### config.mk
export PLATFORM = sky130hd
export DESIGN_NAME = hyperbolic_vectoring_cordic
export DESIGN_NICKNAME = d
export VERILOG_FILES = /design/src/rtl/hyperbolic_vectoring_cordic.sv
export SDC_FILE = /design/constraint.sdc
export NUM_CORES = 1
export LEC_CHECK = 0
export BUFFER_PORTS_ARGS = -buffer_cell sky130_fd_sc_hd__buf_4
export CORE_ASPECT_RATIO = 1.25
export CORE_MARGIN = 5
export CORE_UTILIZATION = 33
export CTS_BUF_LIST = sky130_fd_sc_hd__clkbuf_8
export CTS_CLUSTER_SIZE = 20
export DETAILED_ROUTE_END_ITERATION = 12
export PLACE_DENSITY = 0.56
export SLEW_MARGIN = 20
export SYNTH_ARGS = -nofsm -noshare
export SYNTH_HDL_FRONTEND = slang
export SYNTH_SLANG_ARGS = --single-unit
### constraint.sdc
create_clock -name clk -period 8.3 [get_ports clk]
set_clock_uncertainty 0.1 [all_clocks]
set_input_delay 1.245 -clock clk [delete_from_list [all_inputs] [get_ports clk]]
set_output_delay 1.245 -clock clk [all_outputs]
set_load 0.01 [all_outputs]
### src/rtl/hyperbolic_vectoring_cordic.sv
// Iterative hyperbolic vectoring CORDIC: (X, Y) -> theta = atanh(Y/X) and hyperbolic magnitude.
// Optional macro HVC_GAIN_COMP_EN adds a GAIN state that removes the K_h scale from Xo_final.
module hyperbolic_vectoring_cordic #(
  parameter int unsigned ITER = 16,
  parameter int unsigned W    = 16
) (
  input  logic                clk,
  input  logic                reset,
  input  logic                in_valid,
  output logic                in_ready,
  input  logic signed [W-1:0] X_in,
  input  logic signed [W-1:0] Y_in,
  output logic                out_valid,
  input  logic                out_ready,
  output logic signed [W-1:0] theta_out,
  output logic signed [W-1:0] Xo_final,
  output logic                range_err
);

  localparam int unsigned XW = W + 2;
  localparam int unsigned PW = XW + 16;
  localparam int unsigned CW = $clog2(ITER);
  localparam logic [CW-1:0] LAST = CW'(ITER - 1);

  // Shift schedule with the hyperbolic repeats at 4 and 13
  localparam logic [3:0] SCHED [ITER] = '{
    4'd1, 4'd2, 4'd3, 4'd4, 4'd4, 4'd5, 4'd6, 4'd7,
    4'd8, 4'd9, 4'd10, 4'd11, 4'd12, 4'd13, 4'd13, 4'd14
  };

  localparam logic signed [W-1:0] ATANH [16] = '{
    16'sd0, 16'sd4500, 16'sd2092, 16'sd1029, 16'sd513, 16'sd256, 16'sd128, 16'sd64,
    16'sd32, 16'sd16, 16'sd8, 16'sd4, 16'sd2, 16'sd1, 16'sd1, 16'sd0
  };

`ifdef HVC_GAIN_COMP_EN
  typedef enum logic [1:0] {IDLE = 2'd0, RUN = 2'd1, GAIN = 2'd2, DONE = 2'd3} state_t;
`else
  typedef enum logic [1:0] {IDLE = 2'd0, RUN = 2'd1, DONE = 2'd3} state_t;
`endif

  state_t                state_q, state_d;
  logic signed [XW-1:0]  x_q, x_d, y_q, y_d;
  logic signed [W-1:0]   z_q, z_d;
  logic [CW-1:0]         cnt_q, cnt_d;
  logic                  in_ready_q, in_ready_d;
  logic                  out_valid_q, out_valid_d;
  logic signed [W-1:0]   theta_q, theta_d;
  logic signed [W-1:0]   xo_q, xo_d;
  logic                  err_q, err_d;

  logic signed [XW-1:0]  x_in_ext, y_in_ext, y_in_abs, x_limit;
  logic                  range_bad;
  logic [3:0]            shift;
  logic signed [XW-1:0]  x_rot, y_rot;
  logic signed [W-1:0]   z_rot;
  logic signed [PW-1:0]  mag_wide;

  function automatic logic signed [W-1:0] sat_f(input logic signed [PW-1:0] v);
    if (v[PW-1:W-1] == {(PW-W+1){v[PW-1]}}) begin
      return v[W-1:0];
    end
    return v[PW-1] ? {1'b1, {(W-1){1'b0}}} : {1'b0, {(W-1){1'b1}}};
  endfunction

  // Convergence-domain check on the raw input vector (limit ~0.8047*X)
  always_comb begin
    x_in_ext  = {{(XW-W){X_in[W-1]}}, X_in};
    y_in_ext  = {{(XW-W){Y_in[W-1]}}, Y_in};
    y_in_abs  = y_in_ext[XW-1] ? -y_in_ext : y_in_ext;
    x_limit   = x_in_ext - (x_in_ext >>> 3) - (x_in_ext >>> 4) - (x_in_ext >>> 7);
    range_bad = x_in_ext[XW-1] || (x_in_ext == '0) || (y_in_abs > x_limit);
  end

  // One micro-rotation from the current registers; both updates use old x/y
  always_comb begin
    shift = SCHED[cnt_q];
    if (!y_q[XW-1]) begin
      x_rot = x_q - (y_q >>> shift);
      y_rot = y_q - (x_q >>> shift);
      z_rot = z_q + ATANH[shift];
    end else begin
      x_rot = x_q + (y_q >>> shift);
      y_rot = y_q + (x_q >>> shift);
      z_rot = z_q - ATANH[shift];
    end
  end

`ifdef HVC_GAIN_COMP_EN
  localparam logic signed [PW-1:0] GAIN_K   = PW'(9892);
  localparam logic signed [PW-1:0] HALF_LSB = PW'(4096);
  logic signed [PW-1:0] x_q_wide, gain_prod;

  // 1/K_h scaling in Q2.13 with half-up rounding
  always_comb begin
    x_q_wide  = {{(PW-XW){x_q[XW-1]}}, x_q};
    gain_prod = x_q_wide * GAIN_K;
    mag_wide  = (gain_prod + HALF_LSB) >>> 13;
  end
`else
  always_comb begin
    mag_wide = {{(PW-XW){x_rot[XW-1]}}, x_rot};
  end
`endif

  always_comb begin
    state_d  = state_q;
    x_d      = x_q;
    y_d      = y_q;
    z_d      = z_q;
    cnt_d    = cnt_q;
    theta_d  = theta_q;
    xo_d     = xo_q;
    err_d    = err_q;
    unique case (state_q)
      IDLE: begin
        if (in_valid && in_ready_q) begin
          if (range_bad) begin
            state_d = DONE;
            theta_d = '0;
            xo_d    = '0;
            err_d   = 1'b1;
          end else begin
            state_d = RUN;
            x_d     = x_in_ext;
            y_d     = y_in_ext;
            z_d     = '0;
            cnt_d   = '0;
          end
        end
      end
      RUN: begin
        x_d   = x_rot;
        y_d   = y_rot;
        z_d   = z_rot;
        cnt_d = cnt_q + CW'(1);
        if (cnt_q == LAST) begin
`ifdef HVC_GAIN_COMP_EN
          state_d = GAIN;
`else
          state_d = DONE;
          theta_d = z_rot;
          xo_d    = sat_f(mag_wide);
          err_d   = 1'b0;
`endif
        end
      end
`ifdef HVC_GAIN_COMP_EN
      GAIN: begin
        state_d = DONE;
        theta_d = z_q;
        xo_d    = sat_f(mag_wide);
        err_d   = 1'b0;
      end
`endif
      DONE: begin
        if (out_ready) begin
          state_d = IDLE;
        end
      end
      default: state_d = IDLE;
    endcase
    in_ready_d  = (state_d == IDLE);
    out_valid_d = (state_d == DONE);
  end

  always_ff @(posedge clk or negedge reset) begin
    if (!reset) begin
      state_q     <= IDLE;
      x_q         <= '0;
      y_q         <= '0;
      z_q         <= '0;
      cnt_q       <= '0;
      in_ready_q  <= 1'b0;
      out_valid_q <= 1'b0;
      theta_q     <= '0;
      xo_q        <= '0;
      err_q       <= 1'b0;
    end else begin
      state_q     <= state_d;
      x_q         <= x_d;
      y_q         <= y_d;
      z_q         <= z_d;
      cnt_q       <= cnt_d;
      in_ready_q  <= in_ready_d;
      out_valid_q <= out_valid_d;
      theta_q     <= theta_d;
      xo_q        <= xo_d;
      err_q       <= err_d;
    end
  end

  assign in_ready  = in_ready_q;
  assign out_valid = out_valid_q;
  assign theta_out = theta_q;
  assign Xo_final  = xo_q;
  assign range_err = err_q;

endmodule

# Yosys cells after proc, flatten, opt, wreduce, memory -nomap -nowiden

Memory sizes are Yosys's and may differ from the RTL's.
Cells that the tools add are included.

Register bits: 93
ROM bits: 320
Input port bits: 36
Output and inout bits: 35
Word-level logic and storage cells: 89
Memories kept: 2

Memory list:

| memory          | depth | bits a word | read ports | clocked after memory_dff | write ports | line | source |
|---|---|---|---|---|---|---|---|
| (no name shown) | 16    | 16          | 1          | 0                        | 0           | 85   | `z_rot = z_q - ATANH[shift];` |
| (no name shown) | 16    | 4           | 1          | 0                        | 0           | 77   | `shift = SCHED[cnt_q];` |

Add/sub/neg operators: 11
Order comparisons: 3
Eq/ne operators: 9
Shift-type cells: 2
Multiplexer cells: 41
Bitwise operators: 2
Reductions and logical operators: 9

Operators with widths:

| kind                                                           | number |
|---|---|
| 16-bit two-way mux                                             | 12 |
| 18-bit two-way mux                                             | 7 |
| 16-bit case mux with 2 select lines                            | 3 |
| 18-bit case mux with 2 select lines                            | 2 |
| 18-bit adder                                                   | 2 |
| 18-bit by 4-bit >>> shifter with 18-bit output                 | 2 |
| 18-bit subtractor                                              | 2 |
| 18-bit > comparator                                            | 1 |
| 18-bit logical NOT                                             | 1 |
| 16-bit negator with 18-bit output                              | 1 |
| 17-bit by 12-bit subtractor with 18-bit output                 | 1 |
| 18-bit by 9-bit subtractor with 18-bit output                  | 1 |
| 16-bit by 13-bit subtractor with 17-bit output                 | 1 |
| 16-bit adder                                                   | 1 |
| 4-bit two-way mux                                              | 4 |
| 16-bit subtractor                                              | 1 |
| 5-bit >= comparator (second input constant)                    | 2 |
| 4-bit NOT with 5-bit output                                    | 2 |
| 2-bit two-way mux                                              | 4 |
| 2-bit != test (second input constant)                          | 4 |
| 4-bit case mux with 2 select lines                             | 1 |
| 1-bit two-way mux                                              | 6 |
| 2-bit case mux with 3 select lines                             | 1 |
| 4-bit by 1-bit adder with 4-bit output (second input constant) | 1 |
| other kinds (11)                                               | 14 |

# Logic depth before layout (Yosys ltp)

Gate-level depths: netlist (run 1).

Depth after elaboration: 14
Mapped depth: 32

# Worst setup path before layout (run 1)

Ideal clock, no wire load.

Path kind: input port to flip-flop
Start point: in X_in[6]
End point: reg y_q[10]
Data arrival time: 6,922 ps
Required time: 8,075 ps
Path slack: 1,154 ps
Stages on the path: 26
Buffers on the path: 2
Cells stage by stage: inv_1 -> fa_1 -> inv_1 -> fa_1 -> inv_1 -> ha_1 -> nor2b_1 -> o21ai_0 -> a21boi_0 -> o21ai_0 -> a21oi_1 -> o21ai_0 -> a21oi_1 -> o21ai_0 -> a21oi_1 -> or4b_2 -> nand3_1 -> ha_1 -> nand4_1 -> a2111oi_0 -> o311ai_0 -> nor2_1 -> o21a_1 -> clkbuf_1 -> buf_1 -> mux2_2

Word-level cells in the longest chain between the ends: 7
Elaborated cells on any way between the ends: 9
Those cells by class: add/sub (3); order compare (1); eq/ne (1); reduce/logical (4)

Ends and longest elaborated chain:

| item                                           | line | source |
|---|---|---|
| start: declaration                             | 11   | `input logic signed [W-1:0] X_in,` |
| 16-bit by 13-bit subtractor with 17-bit output | 71   | `x_limit = x_in_ext - (x_in_ext >>> 3) - (x_in_ext >>> 4) - (x_in_ext >>> 7);` |
| 17-bit by 12-bit subtractor with 18-bit output | 71   |  |
| 18-bit by 9-bit subtractor with 18-bit output  | 71   |  |
| 18-bit > comparator                            | 72   | `range_bad = x_in_ext[XW-1] \|\| (x_in_ext == '0) \|\| (y_in_abs > x_limit);` |
| 1-bit logical OR (*)                           | 72   |  |
| 2-bit != test (no source line) (*)             | --   |  |
| 3-bit AND reduction (no source line) (*)       | --   |  |
| end signal: assignment                         | 182  | `y_q <= y_d;` |
| end: declaration                               | 43   | `logic signed [XW-1:0] x_q, x_d, y_q, y_d;` |

Every way passes the cells marked *; elsewhere a longest branch is shown, timed or not.
A chain may end at the register's enable or synchronous reset.

# Worst setup path after layout (run 1)

Start point: reg cnt_q[0]
End point: reg xo_q[12], in the netlist Xo_final[12]

Word-level cells in the longest chain between the ends: 14
Elaborated cells on any way between the ends: 20
Those cells by class: add/sub (2); eq/ne (3); shift (1); mux (11); bitwise (1); reduce/logical (1); memory (1)

Ends and longest elaborated chain:

| item                                                  | line   | source |
|---|---|---|
| start: declaration                                    | 45     | `logic [CW-1:0] cnt_q, cnt_d;` |
| start signal: assignment                              | 184    | `cnt_q <= cnt_d;` |
| 4-bit NOT with 5-bit output (implied by the code)     | 77     |  |
| memory read 16 x 4 bit                                | --     |  |
| 4-bit two-way mux (implied by the code) (2 in series) | 77     |  |
| 18-bit by 4-bit >>> shifter with 18-bit output        | 79, 83 |  |
| 18-bit subtractor or 18-bit adder (tied branches)     | 79, 83 |  |
| 18-bit two-way mux                                    | 78     | `if (!y_q[XW-1]) begin` |
| 2-bit equality test                                   | 60     | `if (v[PW-1:W-1] == {(PW-W+1){v[PW-1]}}) begin` |
| 1-bit two-way mux                                     | 60     |  |
| 1-bit two-way mux                                     | 137    | `if (cnt_q == LAST) begin` |
| 1-bit two-way mux                                     | 115    | `unique case (state_q)` |
| 16-bit two-way mux                                    | 63     | `return v[PW-1] ? {1'b1, {(W-1){1'b0}}} : {1'b0, {(W-1){1'b1}}};` |
| 16-bit two-way mux                                    | 137    |  |
| 16-bit case mux with 2 select lines                   | 115    |  |
| end signal: assignment                                | 188    | `xo_q <= xo_d;` |
| end: declaration                                      | 49     | `logic signed [W-1:0] xo_q, xo_d;` |

Parallel ways exist; a longest one is shown, timed or not. The select of a mux whose other input is x is not followed.

==> flow_results.org, run 1 <==
** Outcome
- The run finished with clean final reports.

** Place
- Routability congestion estimate from global placement :: 0.933
- Port Buf Inserts :: 70
- Detailed Place HPWL :: 28900 um

** Final layout
- Fill cell count :: 3774
- Area occupied by multi-input gates :: 9060 sq um
- Share of post-route cells with drive strength above 1 :: 14.7%
- Final nets :: 1665
- Relative to the synthesized area, the layout overhead comes to 10.3%.
- Number of antenna diodes :: 0
- Sequential cell area :: 2330 sq um

** Logic synthesis
- Sequential cell area fraction in the yosys report :: 19.1%
- Register bit total from synthesis :: 93
- Of the total synthesized cell area, the portion taken by XOR and XNOR cells is 7.03%.
- Post-synthesis cell type with the largest combined area :: sky130_fd_sc_hd__dfrtp_1
- Synthesis handed over a netlist of 1453 instances.
- For this run, the leading register cell type out of synthesis is sky130_fd_sc_hd__dfrtp_1.
- After synthesis, the largest area contributor takes up 19.1% of total cell area.
- After Yosys synthesis, full adders, half adders and majority gates account for 14.8% of the synthesized area.
- Post-Synthesis Mean Instance Area :: 8.40 sq um
- Share of the synthesized area in compound gates (AO/OA/AOI/OAI) :: 20.7%
- Basic-gate share of the synthesized area counting and, or, nand and nor cells :: 15.5%
- After synthesis, the largest family of logic cells by area is compound AO/OA/AOI/OAI gates.
- Yosys instantiated no cell more often than sky130_fd_sc_hd__inv_1.
- Multiplexer cells account for 16.0% of the synthesized area.
- Synth Cell Area :: 12200 sq um
- Yosys attributes the largest share of cell area to sky130_fd_sc_hd__dfrtp_1 19%, sky130_fd_sc_hd__ha_1 10%, sky130_fd_sc_hd__mux2i_1 9.3%.
- Count of flip-flops with a built-in enable after synthesis :: 0
- Of all flip-flops after synthesis, the portion carrying an async set or reset was 100%.
- Post-synthesis cell type count :: 99
- Total number of yosys warnings :: 0
- Synth cell count leaders :: 120 x sky130_fd_sc_hd__inv_1, 114 x sky130_fd_sc_hd__mux2i_1, 108 x sky130_fd_sc_hd__nand2_1

** Setup path
- The number of cells on the worst reg-to-reg path is 22.
- Cell Chain, Critical Path :: ha_1 > buf_4 > mux2i_4 > mux2i_1 > mux2i_1 > mux2_2 > and2_1 > o31ai_1 > nand2b_1 > or3_1 > a32oi_1 > nor2_1 > a31oi_1 > ha_1 > a2111oi_0 > buf_4 > a21oi_1 > a311o_1 > a31oi_1 > xor3_2 > a21oi_2 > a221o_1
- Element type at the critical path end :: flip-flop
- At the worst endpoint, the required time is 8.53 ns.
- Critical-path top delay cell :: sky130_fd_sc_hd__a21oi_2
- Max incr delay on CP :: 0.56 ns
- The worst setup path is launched from a flip-flop.
- The setup path with the least slack is of type flip-flop to flip-flop.
- Reg-to-reg endpoint :: Xo_final[12]
- The number of buffers and inverters on the critical path is 2.
- R2R Setup Slk :: 0.81 ns
- Among cell families on the critical path, the largest total delay comes from compound AO/OA/AOI/OAI gates.
- Worst r2r src :: cnt_q[0]
- Maximum net fanout on the critical path :: 14
- Crit path arrival time :: 7.73 ns

** STA
- RSZ-0062 raised after global routing :: false
- The final critical path takes up 90.3% of the cycle.
- Setup TNS after final layout :: 0 ns
- For this run, the top clock speed supported by timing is 0.133 GHz.
- For the pin with the worst max-slew slack, the measured transition is 0.983 ns.
- Time the worst path needs with I/O delays and setup :: 7.49 ns
- Number of pins exceeding their max-slew limit in the final report :: 0
- Setup violations remaining at the end of the flow were counted as 0.
- The worst pin sits at a relative slew slack of 34.5%.
- The hold violation total from the final report is 0.

** Global routing
- The number of global-route vias before repair was 10700.
- Global-route wire length before repair :: 58300 um
- Total gr overflow :: 0
- Maximum number of pins on one net before global-route repair :: 70
- The number of antenna violations at the first check in global routing came to 0.
- For this run, the total global-route usage over all layers was measured as 17.5%.

** Clock network
- After clock tree synthesis, the setup repair step added 0 buffers.
- TritonCTS buffer count :: 9
- After clock tree synthesis, the flow added hold-fix buffers numbering 0.
- Clock latency of the later-clocked register in the worst-skew pair :: 0.41 ns
- TritonCTS sink count :: 93
- TritonCTS built the clock tree.
- Root buffer cell :: sky130_fd_sc_hd__clkbuf_8
- Counting along the longest clock path gives a buffer depth of 2.
- Max H-tree Level :: 3
- Clock-pin slew on the worst setup and hold paths :: 0.11 ns
- # resized after CTS :: 0

** Drt
- Initial detailed-routing violation count :: 665
- The final layout contains routed wiring with a total length of 36600 um.
- In the routed design, unresolved DRC markers number 0.
- Mean routed wirelength per cell :: 18.4 um
- The detailed router placed 10900 vias in this run.
- Number of nets still failing antenna checks after routing :: 0
- For this run, the detailed router's first-pass iteration total came to 7.
- Via count normalized by instance count :: 5.48

** Floorplan
- Number of ports placed on the die boundary :: 71
- Die area :: 41000 sq um
- Measured along the y axis, the die boundary spans 225 um.
- In this run the horizontal extent of the chip is 182 um.
- Core Footprint :: 36400 sq um
- Initial core utilization :: 33.5%
- Row cnt :: 78

** Hold path
- Worst min-delay path startpoint :: theta_out[10]
- In this run the worst hold path is classified as flip-flop to flip-flop.
- The worst hold path was traced through 2 stages.
- Worst Hold End :: theta_out[10]

** Job
- The tool flagged a number of max-cap violations equal to 0.
==> worst register-to-register path, cell delays in order, from the launching register on <==
cell                        delay (ns)
sky130_fd_sc_hd__dfrtp_1          0.40
sky130_fd_sc_hd__ha_1             0.40
sky130_fd_sc_hd__buf_4            0.24
sky130_fd_sc_hd__mux2i_4          0.51
sky130_fd_sc_hd__mux2i_1          0.37
sky130_fd_sc_hd__mux2i_1          0.17
sky130_fd_sc_hd__mux2_2           0.32
sky130_fd_sc_hd__and2_1           0.16
sky130_fd_sc_hd__o31ai_1          0.49
sky130_fd_sc_hd__nand2b_1         0.26
sky130_fd_sc_hd__or3_1            0.36
sky130_fd_sc_hd__a32oi_1          0.20
sky130_fd_sc_hd__nor2_1           0.06
sky130_fd_sc_hd__a31oi_1          0.28
sky130_fd_sc_hd__ha_1             0.33
sky130_fd_sc_hd__a2111oi_0        0.39
sky130_fd_sc_hd__buf_4            0.19
sky130_fd_sc_hd__a21oi_1          0.11
sky130_fd_sc_hd__a311o_1          0.43
sky130_fd_sc_hd__a31oi_1          0.34
sky130_fd_sc_hd__xor3_2           0.49
sky130_fd_sc_hd__a21oi_2          0.56
sky130_fd_sc_hd__a221o_1          0.27
==> worst max-delay path by stage <==
stage          startpoint      endpoint  slack (ns)  cells after the start
2_1_floorplan     X_in[6]       y_q[10]        1.15                     26
3_3_place_gp      X_in[9]  Xo_final[10]        0.65                     27
3_5_place_dp      X_in[9]   Xo_final[8]        0.53                     27
4_1_cts          cnt_q[2]  Xo_final[12]        0.88                     21
5_1_grt          cnt_q[2]  Xo_final[12]        0.28                     21
6_report         cnt_q[0]  Xo_final[12]        0.81                     22
==> registers in the layout, indices dropped and copies added (netlist names) <==
register,count
cnt_q,4
Xo_final,16
theta_out,16
state_q,2
in_ready,1
range_err,1
x_q,18
y_q,18
z_q,16
out_valid,1
==> final cells by class <==
| class | count | area share [%] |
|---|---|---|
| multi-input cells | 1167 | 67.3 |
| flip-flops and latches | 93 | 17.3 |
| repair buffers | 108 | 6.11 |
| well taps | 480 | 4.46 |
| inverters | 122 | 3.42 |
| clock buffers | 9 | 0.920 |
| clock inverters | 7 | 0.502 |
==> through the flow <==
stage               setup WS (ns)  util [%]  hold WS, ns  instances  cell area (sq um)
floorplan                    1.15         -        0.356       1454              12200
global placement            0.652      36.5        0.370       1970              13300
detailed placement          0.529      36.5        0.374       1970              13300
CTS                         0.882      37.0        0.400       1986              13500
global route                0.279      37.0        0.417       1986              13500
finish                      0.806      37.0        0.392       1986              13500
==> logic make-up after synthesis <==
family,Yosys count
AOI/OAI and AO/OA,380
xor gates and xnor gates,94
adders and majority gates,128
buffers and inverters,194
DFF,93
muxes,176
other,1
and+or+nand+nor,387
==> layer usage <==
layer | vias up | share of wire [%] | track usage [%]
met3 | 49 | 4.1 | 2.16
met1 | 5228 | 43 | 22.0
met4 | 0 | 2.4 | 5.09
met5 | - | 0 | 0
met2 | 277 | 51 | 31.3
li1 | 5320 | - | -
==> layout by cell type, fill, tap and decap left out, types with 8 or more instances in the layout <==
| cell | count |
|---|---|
| sky130_fd_sc_hd__xor2_1 | 36 |
| sky130_fd_sc_hd__a22o_1 | 8 |
| sky130_fd_sc_hd__nand2b_1 | 26 |
| sky130_fd_sc_hd__a21o_1 | 24 |
| sky130_fd_sc_hd__a31oi_1 | 16 |
| sky130_fd_sc_hd__buf_4 | 107 |
| sky130_fd_sc_hd__fa_1 | 27 |
| sky130_fd_sc_hd__clkbuf_8 | 9 |
| sky130_fd_sc_hd__nor2b_1 | 15 |
| sky130_fd_sc_hd__a211oi_1 | 15 |
| sky130_fd_sc_hd__mux2_2 | 51 |
| sky130_fd_sc_hd__o21a_1 | 11 |
| sky130_fd_sc_hd__o21ai_0 | 99 |
| sky130_fd_sc_hd__inv_1 | 119 |
| sky130_fd_sc_hd__and3_1 | 10 |
| sky130_fd_sc_hd__ha_1 | 101 |
| sky130_fd_sc_hd__a221o_1 | 14 |
| sky130_fd_sc_hd__a21oi_1 | 86 |
| sky130_fd_sc_hd__nor3_1 | 38 |
| sky130_fd_sc_hd__or3_1 | 8 |
| sky130_fd_sc_hd__dfrtp_1 | 92 |
| sky130_fd_sc_hd__mux2i_1 | 114 |
| sky130_fd_sc_hd__xnor2_1 | 56 |
| sky130_fd_sc_hd__nand3_1 | 25 |
| sky130_fd_sc_hd__nor2_1 | 107 |
| sky130_fd_sc_hd__o31ai_1 | 13 |
| sky130_fd_sc_hd__nand2_1 | 108 |
| sky130_fd_sc_hd__o22ai_1 | 10 |
Power of run 1 is left out: the tool's default activity adds up to more than one toggle a clock period on the data nets, which glitch-free logic cannot reach.
==> run 2, diff against run 1 <==
--- a/config.mk
+++ b/config.mk
@@ -6,13 +6,13 @@
 export NUM_CORES = 1
 export LEC_CHECK = 0
 export BUFFER_PORTS_ARGS = -buffer_cell sky130_fd_sc_hd__buf_4
-export CORE_ASPECT_RATIO = 1.25
+export CORE_ASPECT_RATIO = 0.7
 export CORE_MARGIN = 5
 export CORE_UTILIZATION = 33
 export CTS_BUF_LIST = sky130_fd_sc_hd__clkbuf_8
 export CTS_CLUSTER_SIZE = 20
 export DETAILED_ROUTE_END_ITERATION = 12
-export PLACE_DENSITY = 0.56
+export PLACE_DENSITY_LB_ADDON = 0.08
 export SLEW_MARGIN = 20
 export SYNTH_ARGS = -nofsm -noshare
 export SYNTH_HDL_FRONTEND = slang
==> flow_results.org, run 2 (synthesis gave the netlist of run 1 again) <==
** STA
- Number of pins exceeding their max-slew limit in the final report :: 0 (unchanged)
- Time the worst path needs with I/O delays and setup :: 7.66 ns (was 7.49 ns)
- Final setup violating endpoints :: 0 (unchanged)
- The ratio of final minimum period to clock period was 92.2% (was 90.3%).
- RSZ-0062 raised after global routing: false (unchanged).
- Relative slew margins :: 28.4% (was 34.5%)
- Top achievable clock speed :: 0.131 GHz (was 0.133 GHz)
- The summed negative setup slack over all endpoints is 0 ns (unchanged).
- Count of final hold-check violations :: 0 (unchanged)
- Actual transition at the worst max-transition pin :: 1.07 ns (was 0.983 ns)

** Final layout
- The area growth from synthesis to layout is 10.6% (was 10.3%).
- Share of post-route cells with drive strength above 1 :: 14.8% (was 14.7%)
- Most frequent cells in the layout :: 119 x sky130_fd_sc_hd__inv_1, 114 x sky130_fd_sc_hd__mux2i_1, 108 x sky130_fd_sc_hd__buf_4 (was 119 x sky130_fd_sc_hd__inv_1, 114 x sky130_fd_sc_hd__mux2i_1, 108 x sky130_fd_sc_hd__nand2_1)
- Biggest registers after layout: x_q x18, y_q x18 (unchanged).
- The antenna diode count came to 0 (unchanged).
- The most common cell after layout, fill and taps aside was sky130_fd_sc_hd__inv_1 (unchanged).
- The number of nets in the layout came to 1666 (was 1665).

** Clock network
- Total setup buffers inserted after CTS :: 0 (unchanged)
- The total CTS buffers came to 9 (unchanged).
- The TritonCTS clock tree is yes (unchanged).
- The maximum buffer depth of the clock tree came to 2 (unchanged).
- Max H-tree Level :: 3 (unchanged)
- Root buffer cell :: sky130_fd_sc_hd__clkbuf_8 (unchanged)
- Clock-pin slew on the worst setup and hold paths :: 0.11 ns (about the same)
- The insertion delay of the later-clocked pin in the worst-skew pair was 0.45 ns (was 0.41 ns).
- The CTS sink count came to 93 (unchanged).

** Drt
- The number of design-rule violations left by the first detailed-router iteration came to 962 (was 665).
- The remaining routing DRC violations is 0 (unchanged).
- Vias :: 10800 (was 10900)
- Drt pass-1 iters :: 8 (was 7)
- The remaining antenna violation count was 0 (unchanged).
- Via count normalized by instance count :: 5.42 (was 5.48)
- Post-detailed-routing wire length :: 40000 um (was 36600 um)
- The average routed wire per standard cell came to 20.1 um (was 18.4 um).

** Hold path
- The path type of the worst min-delay path is flip-flop to flip-flop (unchanged).
- Worst Hold End :: theta_out[7] (was theta_out[10])
- The number of cells on the worst hold path came to 2 (unchanged).
- Worst min-delay path startpoint :: theta_out[7] (was theta_out[10])

** Setup path
- Classification of the worst setup path :: input pin to flip-flop (was flip-flop to flip-flop)
- The end of the worst register-to-register path is Xo_final[4] (was Xo_final[12]).
- The nature of the critical path endpoint was a flip-flop (unchanged).
- Worst reg2reg path depth :: 23 (was 22)
- The flop-to-flop setup slack is 0.78 ns (was 0.81 ns).
- Crit path arrival time :: 7.85 ns (was 7.73 ns)
- Worst r2r src :: cnt_q[2] (was cnt_q[0])
- Worst Setup SP :: X_in[5] (was cnt_q[0])
- The launching element type of the critical path was an input pin (was flip-flop).
- The critical-path maximum fanout was 32 (was 14).
- Data required time at the worst endpoint :: 8.49 ns (was 8.53 ns)

** Global routing
- Number of global-route vias before repair :: 10500 (was 10700)
- The remaining global-route overflow was 0 (unchanged).
- Maximum number of pins on one net before global-route repair :: 50 (was 70)
- Global-route wire length before repair :: 62500 um (was 58300 um)
- The total routing resource utilization after global routing was 19.4% (was 17.5%).
- Initial antenna violation count :: 0 (unchanged)

** Floorplan
- Row cnt :: 59 (was 78)
- Die boundary width :: 240 um (was 182 um)
- The die footprint came to 41000 sq um (about the same).
- Core Footprint :: 36800 sq um (was 36400 sq um)
- The overall die height was 171 um (was 225 um).
- Initial core utilization :: 33.1% (was 33.5%)
- The count of boundary I/O pins is 71 (unchanged).

** Place
- The routability congestion estimate is 0.870 (was 0.933).
- Port Buf Inserts :: 70 (unchanged)
- Detailed Place HPWL :: 31400 um (was 28900 um)

** Job
- Total of max-cap violations :: 0 (unchanged)

** Outcome
- Outcome :: finished, final reports clean (unchanged)
==> run 2: timing repair <==
item | in CTS | in global routing
hold buffers | 0 | 0
resized for setup | 0 | 1
endpoints found under the setup margin | 0 | 14
==> run 2: per-stage QoR <==
step	setup WS, ns	area (sq um)	utilization [%]	cells	hold slack, ns
finish	0.644	13500	36.7	1995	0.392
global route	0.110	13500	36.7	1995	0.408
CTS	0.607	13500	36.6	1995	0.401
detailed placement	0.206	13300	36.1	1979	0.372
global placement	0.276	13300	36.1	1979	0.364
floorplan	1.15	12200	-	1454	0.356
==> run 2: layout make-up <==
type	instances	area (sq um)
Fill cell	3880	23300
Multi-Input combinational cell	1167	9070
Sequential cell	93	2330
Timing Repair Buffer	109	831
Tap cell	488	611
Inverter	122	460
Clock buffer	9	124
Clock inverter	7	80.1
==> run 2: worst max path at each step <==
stage	endpoint	slack (ns)
after floorplan	y_q[10]	1.15
after global placement	z_q[1]	0.28
after detailed placement	z_q[1]	0.21
after CTS	Xo_final[4]	0.61
after global routing	z_q[7]	0.11
final	z_q[1]	0.64
==> run 2: worst max-delay path: stages <==
cell                        delay (ns)
sky130_fd_sc_hd__buf_4            0.08
sky130_fd_sc_hd__inv_1            0.12
sky130_fd_sc_hd__fa_1             0.56
sky130_fd_sc_hd__inv_1            0.06
sky130_fd_sc_hd__fa_1             0.50
sky130_fd_sc_hd__inv_1            0.06
sky130_fd_sc_hd__ha_1             0.32
sky130_fd_sc_hd__nor2b_1          0.14
sky130_fd_sc_hd__o21ai_0          0.20
sky130_fd_sc_hd__a21boi_0         0.12
sky130_fd_sc_hd__o21ai_0          0.23
sky130_fd_sc_hd__a21oi_1          0.12
sky130_fd_sc_hd__o21ai_0          0.24
sky130_fd_sc_hd__a21oi_1          0.12
sky130_fd_sc_hd__o21ai_0          0.21
sky130_fd_sc_hd__a21oi_1          0.17
sky130_fd_sc_hd__or4b_2           0.63
sky130_fd_sc_hd__nand3_1          0.10
sky130_fd_sc_hd__ha_1             0.14
sky130_fd_sc_hd__nand4_1          0.13
sky130_fd_sc_hd__a2111oi_0        0.51
sky130_fd_sc_hd__o311ai_1         0.29
sky130_fd_sc_hd__nor2_1           0.24
sky130_fd_sc_hd__o21a_2           0.87
sky130_fd_sc_hd__buf_4            0.34
sky130_fd_sc_hd__o22ai_1          0.10
==> run 2: layer usage <==
layer | routed length (um) | part of all wire [%] | vias up | GRT usage, %
met5 | 0 | 0 | - | 0
met4 | 392 | 0.98 | 0 | 2.98
met3 | 1990 | 5.0 | 27 | 3.67
met2 | 16300 | 41 | 234 | 27.9
met1 | 21300 | 53 | 5235 | 30.6
li1 | - | - | 5325 | -
Power of run 2 is left out for the same reason.
